**src/rtl/inserter_ctrl_if.sv**
```systemverilog
// Entry stream from the inserter sequencer to the anonymizer table loader.
// The master presents an entry and holds it until out_ready is seen with out_valid.
interface inserter_ctrl_if #(
   parameter int unsigned ADDR_WIDTH = 12,
   parameter int unsigned IP_WIDTH   = 32,
   parameter int unsigned URL_WIDTH  = 512
);
   logic                  out_valid;
   logic                  out_ready;
   logic [IP_WIDTH-1:0]   out_ip_addr;
   logic [URL_WIDTH-1:0]  out_url;
   logic [ADDR_WIDTH-1:0] out_index;

   modport master (
      output out_valid, out_ip_addr, out_url, out_index,
      input  out_ready
   );

   modport slave (
      input  out_valid, out_ip_addr, out_url, out_index,
      output out_ready
   );
endinterface

```
**src/rtl/inserter_ctrl.sv**
```systemverilog
// Walks the inserter ROM pair from address 0 to count-1.
// Each ROM word pair goes out as one entry on the valid/ready stream.
module inserter_ctrl #(
   parameter int unsigned ADDR_WIDTH = 12,
   parameter int unsigned IP_WIDTH   = 32,
   parameter int unsigned URL_WIDTH  = 512
) (
   input  logic                  clk,
   input  logic                  rst,
   input  logic                  start,
   input  logic [ADDR_WIDTH:0]   count,
   input  logic                  abort,
   output logic                  busy,
   output logic                  done,
   output logic [ADDR_WIDTH-1:0] rom_address,
   input  logic [IP_WIDTH-1:0]   rom_ip_addr_data,
   input  logic [URL_WIDTH-1:0]  rom_url_data,
   inserter_ctrl_if.master       out_if
);

   typedef enum logic [2:0] {
      S_IDLE  = 3'd0,
      S_FETCH = 3'd1,
      S_LOAD  = 3'd2,
      S_SEND  = 3'd3,
      S_DONE  = 3'd4
   } state_t;

   state_t                r_state;
   state_t                w_next;
   logic [ADDR_WIDTH-1:0] r_idx;
   logic [ADDR_WIDTH-1:0] w_idx_next;
   logic [ADDR_WIDTH:0]   r_count;
   logic [ADDR_WIDTH:0]   w_count_next;
   logic                  w_capture;
   logic                  w_last;
   logic                  r_busy;
   logic                  r_done;
   logic                  r_valid;
   logic [IP_WIDTH-1:0]   r_ip;
   logic [URL_WIDTH-1:0]  r_url;
   logic [ADDR_WIDTH-1:0] r_index;

   // idx never reaches count, so comparing against count-1 needs the extra bit
   assign w_last = ({1'b0, r_idx} == (r_count - (ADDR_WIDTH + 1)'(1)));

   // Next-state and datapath control
   always_comb begin
      w_next       = r_state;
      w_idx_next   = r_idx;
      w_count_next = r_count;
      w_capture    = 1'b0;
      case (r_state)
         S_IDLE: begin
            if (start) begin
               if (count == '0) begin
                  w_next = S_DONE;
               end else begin
                  w_count_next = count;
                  w_idx_next   = '0;
                  w_next       = S_FETCH;
               end
            end
         end
         S_FETCH: w_next = S_LOAD;
         S_LOAD: begin
            w_capture = 1'b1;
            w_next    = S_SEND;
         end
         S_SEND: begin
            if (out_if.out_ready) begin
               if (w_last) begin
                  w_next = S_DONE;
               end else begin
                  w_idx_next = r_idx + ADDR_WIDTH'(1);
                  w_next     = S_FETCH;
               end
            end
         end
         S_DONE:  w_next = S_IDLE;
         default: w_next = S_IDLE;
      endcase
      // Abort wins over a same-cycle handshake and suppresses the done pulse
      if (abort && (r_state != S_IDLE)) begin
         w_next     = S_IDLE;
         w_idx_next = r_idx;
         w_capture  = 1'b0;
      end
   end

   always_ff @(posedge clk or posedge rst) begin
      if (rst) begin
         r_state <= S_IDLE;
         r_idx   <= '0;
         r_count <= '0;
         r_busy  <= 1'b0;
         r_done  <= 1'b0;
         r_valid <= 1'b0;
         r_ip    <= '0;
         r_url   <= '0;
         r_index <= '0;
      end else begin
         r_state <= w_next;
         r_idx   <= w_idx_next;
         r_count <= w_count_next;
         r_busy  <= (w_next != S_IDLE);
         r_done  <= (w_next == S_DONE);
         r_valid <= (w_next == S_SEND);
         if (w_capture) begin
            r_ip    <= rom_ip_addr_data;
            r_url   <= rom_url_data;
            r_index <= r_idx;
         end
      end
   end

   assign busy               = r_busy;
   assign done               = r_done;
   assign rom_address        = r_idx;
   assign out_if.out_valid   = r_valid;
   assign out_if.out_ip_addr = r_ip;
   assign out_if.out_url     = r_url;
   assign out_if.out_index   = r_index;

endmodule

```
**src/flat_wrapper.sv**
```systemverilog
// flat-port wrapper written by rule: the top's interface ports become plain ports
module inserter_ctrl_flat 
#(
   parameter int unsigned ADDR_WIDTH = 12,
   parameter int unsigned IP_WIDTH   = 32,
   parameter int unsigned URL_WIDTH  = 512
)
  (clk, rst, start, count, abort, busy, done, rom_address, rom_ip_addr_data, rom_url_data, out_if_out_valid, out_if_out_ip_addr, out_if_out_url, out_if_out_index, out_if_out_ready);
  inserter_ctrl_if #(.ADDR_WIDTH(ADDR_WIDTH), .IP_WIDTH(IP_WIDTH), .URL_WIDTH(URL_WIDTH)) out_if_i ();
  input  logic clk;
  input  logic rst;
  input  logic start;
  input  logic [ADDR_WIDTH:0] count;
  input  logic abort;
  output logic busy;
  output logic done;
  output logic [ADDR_WIDTH-1:0] rom_address;
  input  logic [IP_WIDTH-1:0] rom_ip_addr_data;
  input  logic [URL_WIDTH-1:0] rom_url_data;
  output wire logic [$bits(out_if_i.out_valid)-1:0] out_if_out_valid;
  output wire logic [$bits(out_if_i.out_ip_addr)-1:0] out_if_out_ip_addr;
  output wire logic [$bits(out_if_i.out_url)-1:0] out_if_out_url;
  output wire logic [$bits(out_if_i.out_index)-1:0] out_if_out_index;
  input wire logic [$bits(out_if_i.out_ready)-1:0] out_if_out_ready;
  assign out_if_out_valid = out_if_i.out_valid;
  assign out_if_out_ip_addr = out_if_i.out_ip_addr;
  assign out_if_out_url = out_if_i.out_url;
  assign out_if_out_index = out_if_i.out_index;
  assign out_if_i.out_ready = out_if_out_ready;
  inserter_ctrl #(.ADDR_WIDTH(ADDR_WIDTH), .IP_WIDTH(IP_WIDTH), .URL_WIDTH(URL_WIDTH)) u_core (.clk(clk), .rst(rst), .start(start), .count(count), .abort(abort), .busy(busy), .done(done), .rom_address(rom_address), .rom_ip_addr_data(rom_ip_addr_data), .rom_url_data(rom_url_data), .out_if(out_if_i));
endmodule
```
**config.mk**
```make
export PLATFORM = sky130hd
export DESIGN_NAME = inserter_ctrl_flat
export DESIGN_NICKNAME = d
export VERILOG_FILES = /design/src/rtl/inserter_ctrl_if.sv /design/src/rtl/inserter_ctrl.sv /design/src/flat_wrapper.sv
export SDC_FILE = /design/constraint.sdc
export NUM_CORES = 1
export LEC_CHECK = 0
export ABC_AREA = 0
export CAP_MARGIN = 15
export CORE_AREA = 2 2 444 446
export CTS_CLUSTER_DIAMETER = 50
export DETAILED_ROUTE_END_ITERATION = 10
export DIE_AREA = 0 0 446 448
export GPL_TIMING_DRIVEN = 0
export HOLD_SLACK_MARGIN = 0.08
export PLACE_DENSITY_LB_ADDON = 0.3
export REMOVE_ABC_BUFFERS = 1
export SLEW_MARGIN = 15
export SYNTH_ARGS = -nofsm -noshare
export SYNTH_HDL_FRONTEND = slang
export SYNTH_SLANG_ARGS = --single-unit
```
**constraint.sdc**
```tcl
create_clock -name clk -period 59.5 [get_ports clk]
set_input_delay 17.85 -clock clk [delete_from_list [all_inputs] [get_ports clk]]
set_output_delay 17.85 -clock clk [all_outputs]
set_load 0.01 [all_outputs]
```
=== Word-level counts from Yosys, hierarchy flattened ===
Cells that the tools add are included.

* Bits in registers: 587
* Bits of input ports: 562
* Output and inout bits: 571
* Logic and storage cells: 44

* $add $sub $neg: 2
* Equality and inequality tests: 10
* Mux-type cells: 13
* Bitwise logic cells: 2
* Reductions and logical operators: 8

{| class="wikitable"
|+ Operators with widths
! operator !! count
|-
| 12-bit two-way mux || 4
|-
| 12-bit case mux with 2 select lines || 1
|-
| 3-bit two-way mux || 5
|-
| 12-bit by 13-bit equality test with 1-bit output || 1
|-
| 13-bit logical NOT || 1
|-
| 13-bit by 1-bit subtractor with 13-bit output (second input constant) || 1
|-
| 12-bit by 1-bit adder with 12-bit output (second input constant) || 1
|-
| 3-bit case mux with 4 select lines || 1
|-
| 3-bit by 2-bit equality test with 1-bit output (second input constant) || 3
|-
| 2-bit != test (second input constant) || 4
|-
| 6-bit AND reduction || 1
|-
| 3-bit nonzero test || 2
|-
| 3-bit by 1-bit equality test with 1-bit output (second input constant) || 1
|-
| 3-bit equality test (second input constant) || 1
|-
| 3-bit logical NOT || 1
|-
| 3-bit AND reduction || 1
|-
| 1-bit two-way mux || 2
|-
| 1-bit NOT || 2
|-
| 2-bit nonzero test || 1
|-
| 1-bit logical AND || 1
|}

=== Logic depth before layout (Yosys ltp) ===
* Depth after elaboration: 7
* Mapped depth: 12
* Gate-level depth less buffers: 9

=== Worst setup path before layout ===
No wires, ideal clock.

* Path kind: input -> register
* Start point: input port abort
* End point: register u_core.r_url[214], in the netlist u_core.out_if.out_url[214]
* Arrival time: 19.482 ns
* Slack: 39.894 ns
* Stages on the path: 5
* Cells stage by stage: nand2b_1 -> nor3_1 -> clkbuf_1 -> clkbuf_1 -> mux2_2

* Cells in the longest elaborated chain, start to end: 2

{| class="wikitable"
|+ RTL lines
! what !! RTL line !! text
|-
| start, declared || flat_wrapper.sv:14 || <nowiki>input logic abort;</nowiki>
|-
| 1-bit logical AND || inserter_ctrl.sv:84 || <nowiki>if (abort && (r_state != S_IDLE)) begin</nowiki>
|-
| 1-bit two-way mux || inserter_ctrl.sv:84 ||
|-
| end signal, assigned || inserter_ctrl.sv:111 || <nowiki>r_url <= rom_url_data;</nowiki>
|-
| end, declared || inserter_ctrl.sv:41 || <nowiki>logic [URL_WIDTH-1:0] r_url;</nowiki>
|}

No other way between the ends.
A chain may end at the register's enable or synchronous reset.

=== Worst setup path in the final report ===
* Start point: input port abort
* End point: register u_core.r_url[116], in the netlist u_core.out_if.out_url[116]

The elaborated chain is that of the path after synthesis.

==> flow_summary_export.csv <==
group,metric,value,unit
cts,cts-root-buf,"clkbuf_16",
pwr,p_switching,749,uW
cts,cts_max_level,3,
grt,grt_util_all_layers,12.2,%
synthesis,synthMuxAreaShare,28.1,%
worst_setup_path,path_class,"in2reg",
sta,rsz0062_at_grt,"false",
final_layout,drive_above_1_share,31.0,%
worst_setup_path,cp.arrival,22.10,ns
synthesis,yosys_warnings,0,
sta,tns,0,ns
placement,pre_cts_slack,37.19,ns
synthesis,synth_seq_cells,587,
synthesis,seq_area_frac_synth,65.4,%
pwr,switching_share,33.1,%
synthesis,ys.flop_type,"dfrtp_1",
synthesis,synth_fa_ha_area_share,0.111,%
detailed_routing,detail_route.wl_per_cell,23.8,um
floorplanning,die_w,446,um
placement,place.gp.congestion,0.812,
worst_setup_path,path_common_cell,"buf_4",
synthesis,yosys.area_share.simple,2.93,%
synthesis,synth_xor_area_share,0.702,%
grt,overflow,0,
floorplanning,ios,1133,
hold_path,min_path_type,"reg2reg",
worst_setup_path,path_max_fanout,11,
synthesis,synth_area,22400,um^2
cts,cts_made_buffers,115,
final_layout,layout.nets,3219,
sta,min_period_over_period,36.1,%
floorplanning,core_area,195000,um^2
floorplanning,die-area,200000,um^2
synthesis,synth_edf_count,0,
final_layout,syn2layout_area_growth,84.6,%
detailed_routing,drc,0,
cts,cts_resized,0,
sta,maxSlewHeadroom,23.8,%
cts,clk_path_buf_depth,3,
pwr,power.leakage,16.4,nW
sta,max_freq,46.5,MHz
sta,final-setup-viol-count,0,
floorplanning,core.rowCount,162,
detailed_routing,drt-met1-wl,49000,um
worst_setup_path,endpoint_kind,"flop",
worst_setup_path,required,60.09,ns
worst_setup_path,slowest_delay,0.55,ns
detailed_routing,via_count,17554,
outcome,status,"finished clean",
worst_setup_path,cp-start-kind,"primary input",
synthesis,syn_inst,1402,
final_layout,final_common_cell,"clkdlybuf4s50_1",
detailed_routing,via_per_inst,3.31,
floorplanning,initial_core_util,11.5,%
pwr,power.internal,1.51,mW
placement,portBuffers,1132,
cts,cts_sinks,587,
floorplanning,fp.dieH,448,um
cts,hold_buffers,0,
pwr,ir_drop,0.0241,mV
grt,antenna_found_initial,74,
cts,post_cts_buffers,0,
detailed_routing,dr.pass1.iters,6,
detailed_routing,ant_nets,0,
detailed_routing,routed_wirelength,127000,um
synthesis,syn_area_per_cell,16.0,um^2
sta,slew_violations,0,
synthesis,synthArstFlopShare,100,%
detailed_routing,top_layer,"met5",
synthesis,synth_compound_area_share,1.19,%
detailed_routing,wl_met3,10800,um
grt,grt_pass1_vias,17988,
sta,setup_slack,37.99,ns
detailed_routing,met2_length,63200,um
pwr,clkPwrFrac,29.9,%
pwr,pwr-share-comb,38.4,%
grt,grt_pass1_wl,164000,um
cts,clk_latency,0.72,ns
final_layout,nFillCells,20909,
pwr,pwr-share-seq,31.7,%
sta,finClkSkew,0.0352,ns
final_layout,final_cell_mix,"clkdlybuf4s50_1 (1132), dfrtp_1 (587), mux2_2 (556)",
detailed_routing,drt-initial-drc-count,793,
job,maxCapViolCount,0,
worst_setup_path,cp_slowest_cell,"nor3_2",
cts,cts_tree,"done",
synthesis,synthDistinctLibCells,55,
cts,clkTransAtPathRegs,0.05,ns
pwr,p_per_area,54.5,nW/um^2
placement,place_hpwl,105000,um
worst_setup_path,cp_cell_sequence,"clkdlybuf4s50_1 > nand2b_1 > nor3_2 > buf_4 > buf_4 > buf_4 > buf_4 > buf_4 > buf_6 > buf_4 > buf_4 > buf_4 > buf_4 > buf_4 > buf_4 > mux2_2",
grt,grt_max_degree,97,
sta,max_slew.worst_pin.slew,1.13,ns
synthesis,synth_top_family_by_area,"multiplexers",
sta,period_needed,21.51,ns
sta,hold_viol,0,
-- sequential cells by signal (all words and copies together) (netlist names) --
register,count
u_core.out_if.out_ip_addr,32
u_core.busy,1
u_core.rom_address,12
u_core.r_state,3
u_core.r_count,13
u_core.out_if.out_index,12
u_core.out_if.out_valid,1
u_core.done,1
u_core.out_if.out_url,512
-- cells by family after synthesis --
kind of cell,after synthesis
flip-flops,587
multiplexers,560
AND/OR/NAND/NOR,120
buffers and inverters,77
AO/OA/AOI/OAI,38
XOR/XNOR,18
adder cells (fa/ha/maj),2
-- metal layers --
metal	GRT usage, %	up-vias
met1	14.1	9023
met5	0	-
li1	-	7599
met2	20.6	648
met3	5.00	230
met4	3.26	54
-- final cells by class --
class | instances | area (um^2) | area share, %
Inverter | 6 | 30.0 | 0.0725
Multi-Input combinational cell | 738 | 7410 | 17.9
Tap cell | 2542 | 3180 | 7.67
Clock buffer | 134 | 3100 | 7.48
Clock inverter | 81 | 906 | 2.19
Timing Repair Buffer | 1207 | 12100 | 29.2
Antenna cell | 13 | 32.5 | 0.0785
Sequential cell | 587 | 14700 | 35.4
-- cells in the mapped netlist, types with 4 or more instances --
master    count  area (um^2)
nor4_1        5         31.3
nor2_1       18         67.6
nand2_1      44          165
mux2_2      556         6260
nand4_1       7         43.8
dfrtp_1     587        14700
or4_1         7         52.6
inv_1         6         22.5
xor2_1       11         96.3
o21ai_0       4         20.0
a21oi_1       7         35.0
nand3_1       8         40.0
xnor2_1       7         61.3
clkbuf_1     63          236
nor3_1        7         35.0
o31ai_1       4         30.0
-- power by group through the flow --
stage	clock, mW	combinational (mW)	sequential, mW
floorplan	0	0.270	0.784
global placement	0	1.00	0.722
finish	0.676	0.869	0.715
CTS	0.703	0.902	0.715
detailed placement	0	0.898	0.718
global route	0.719	0.916	0.740
-- worst paths after layout --
kind / start / to / depth (start not counted) / slack (ns)
worst max-delay path: abort / u_core.out_if.out_url[116] / 16 / 37.99
worst min-delay path: u_core.out_if.out_url[293] / u_core.out_if.out_url[293] / 1 / 0.50
worst max register to register: u_core.r_state[1] / u_core.out_if.out_url[116] / 15 / 55.23
worst min register to register: u_core.out_if.out_url[293] / u_core.out_if.out_url[293] / 1 / 0.50
max in group asynchronous: rst / u_core.out_if.out_url[425] / 5 / 39.99
min in group asynchronous: rst / u_core.out_if.out_url[433] / 2 / 17.63
-- critical path, delay by kind of cell --
kind	cells	cell delay (ns)
buffers and inverters	13	3.06
muxes	1	0.35
and+or+nand+nor	2	0.79
-- per-stage QoR --
step,instance area [um^2],cells,total power [mW],utilization [%],hold slack [ns]
2_1_floorplan,22100,1331,1.05,-,0.467
3_3_place_gp,36600,5005,1.72,18.8,0.488
6_report,41400,5308,2.26,21.3,0.500
4_1_cts,41400,5295,2.32,21.3,0.506
3_5_place_dp,37400,5080,1.62,19.2,0.494
5_1_grt,41400,5297,2.37,21.3,0.513
No activity file was read; power rests on OpenSTA's default activity.
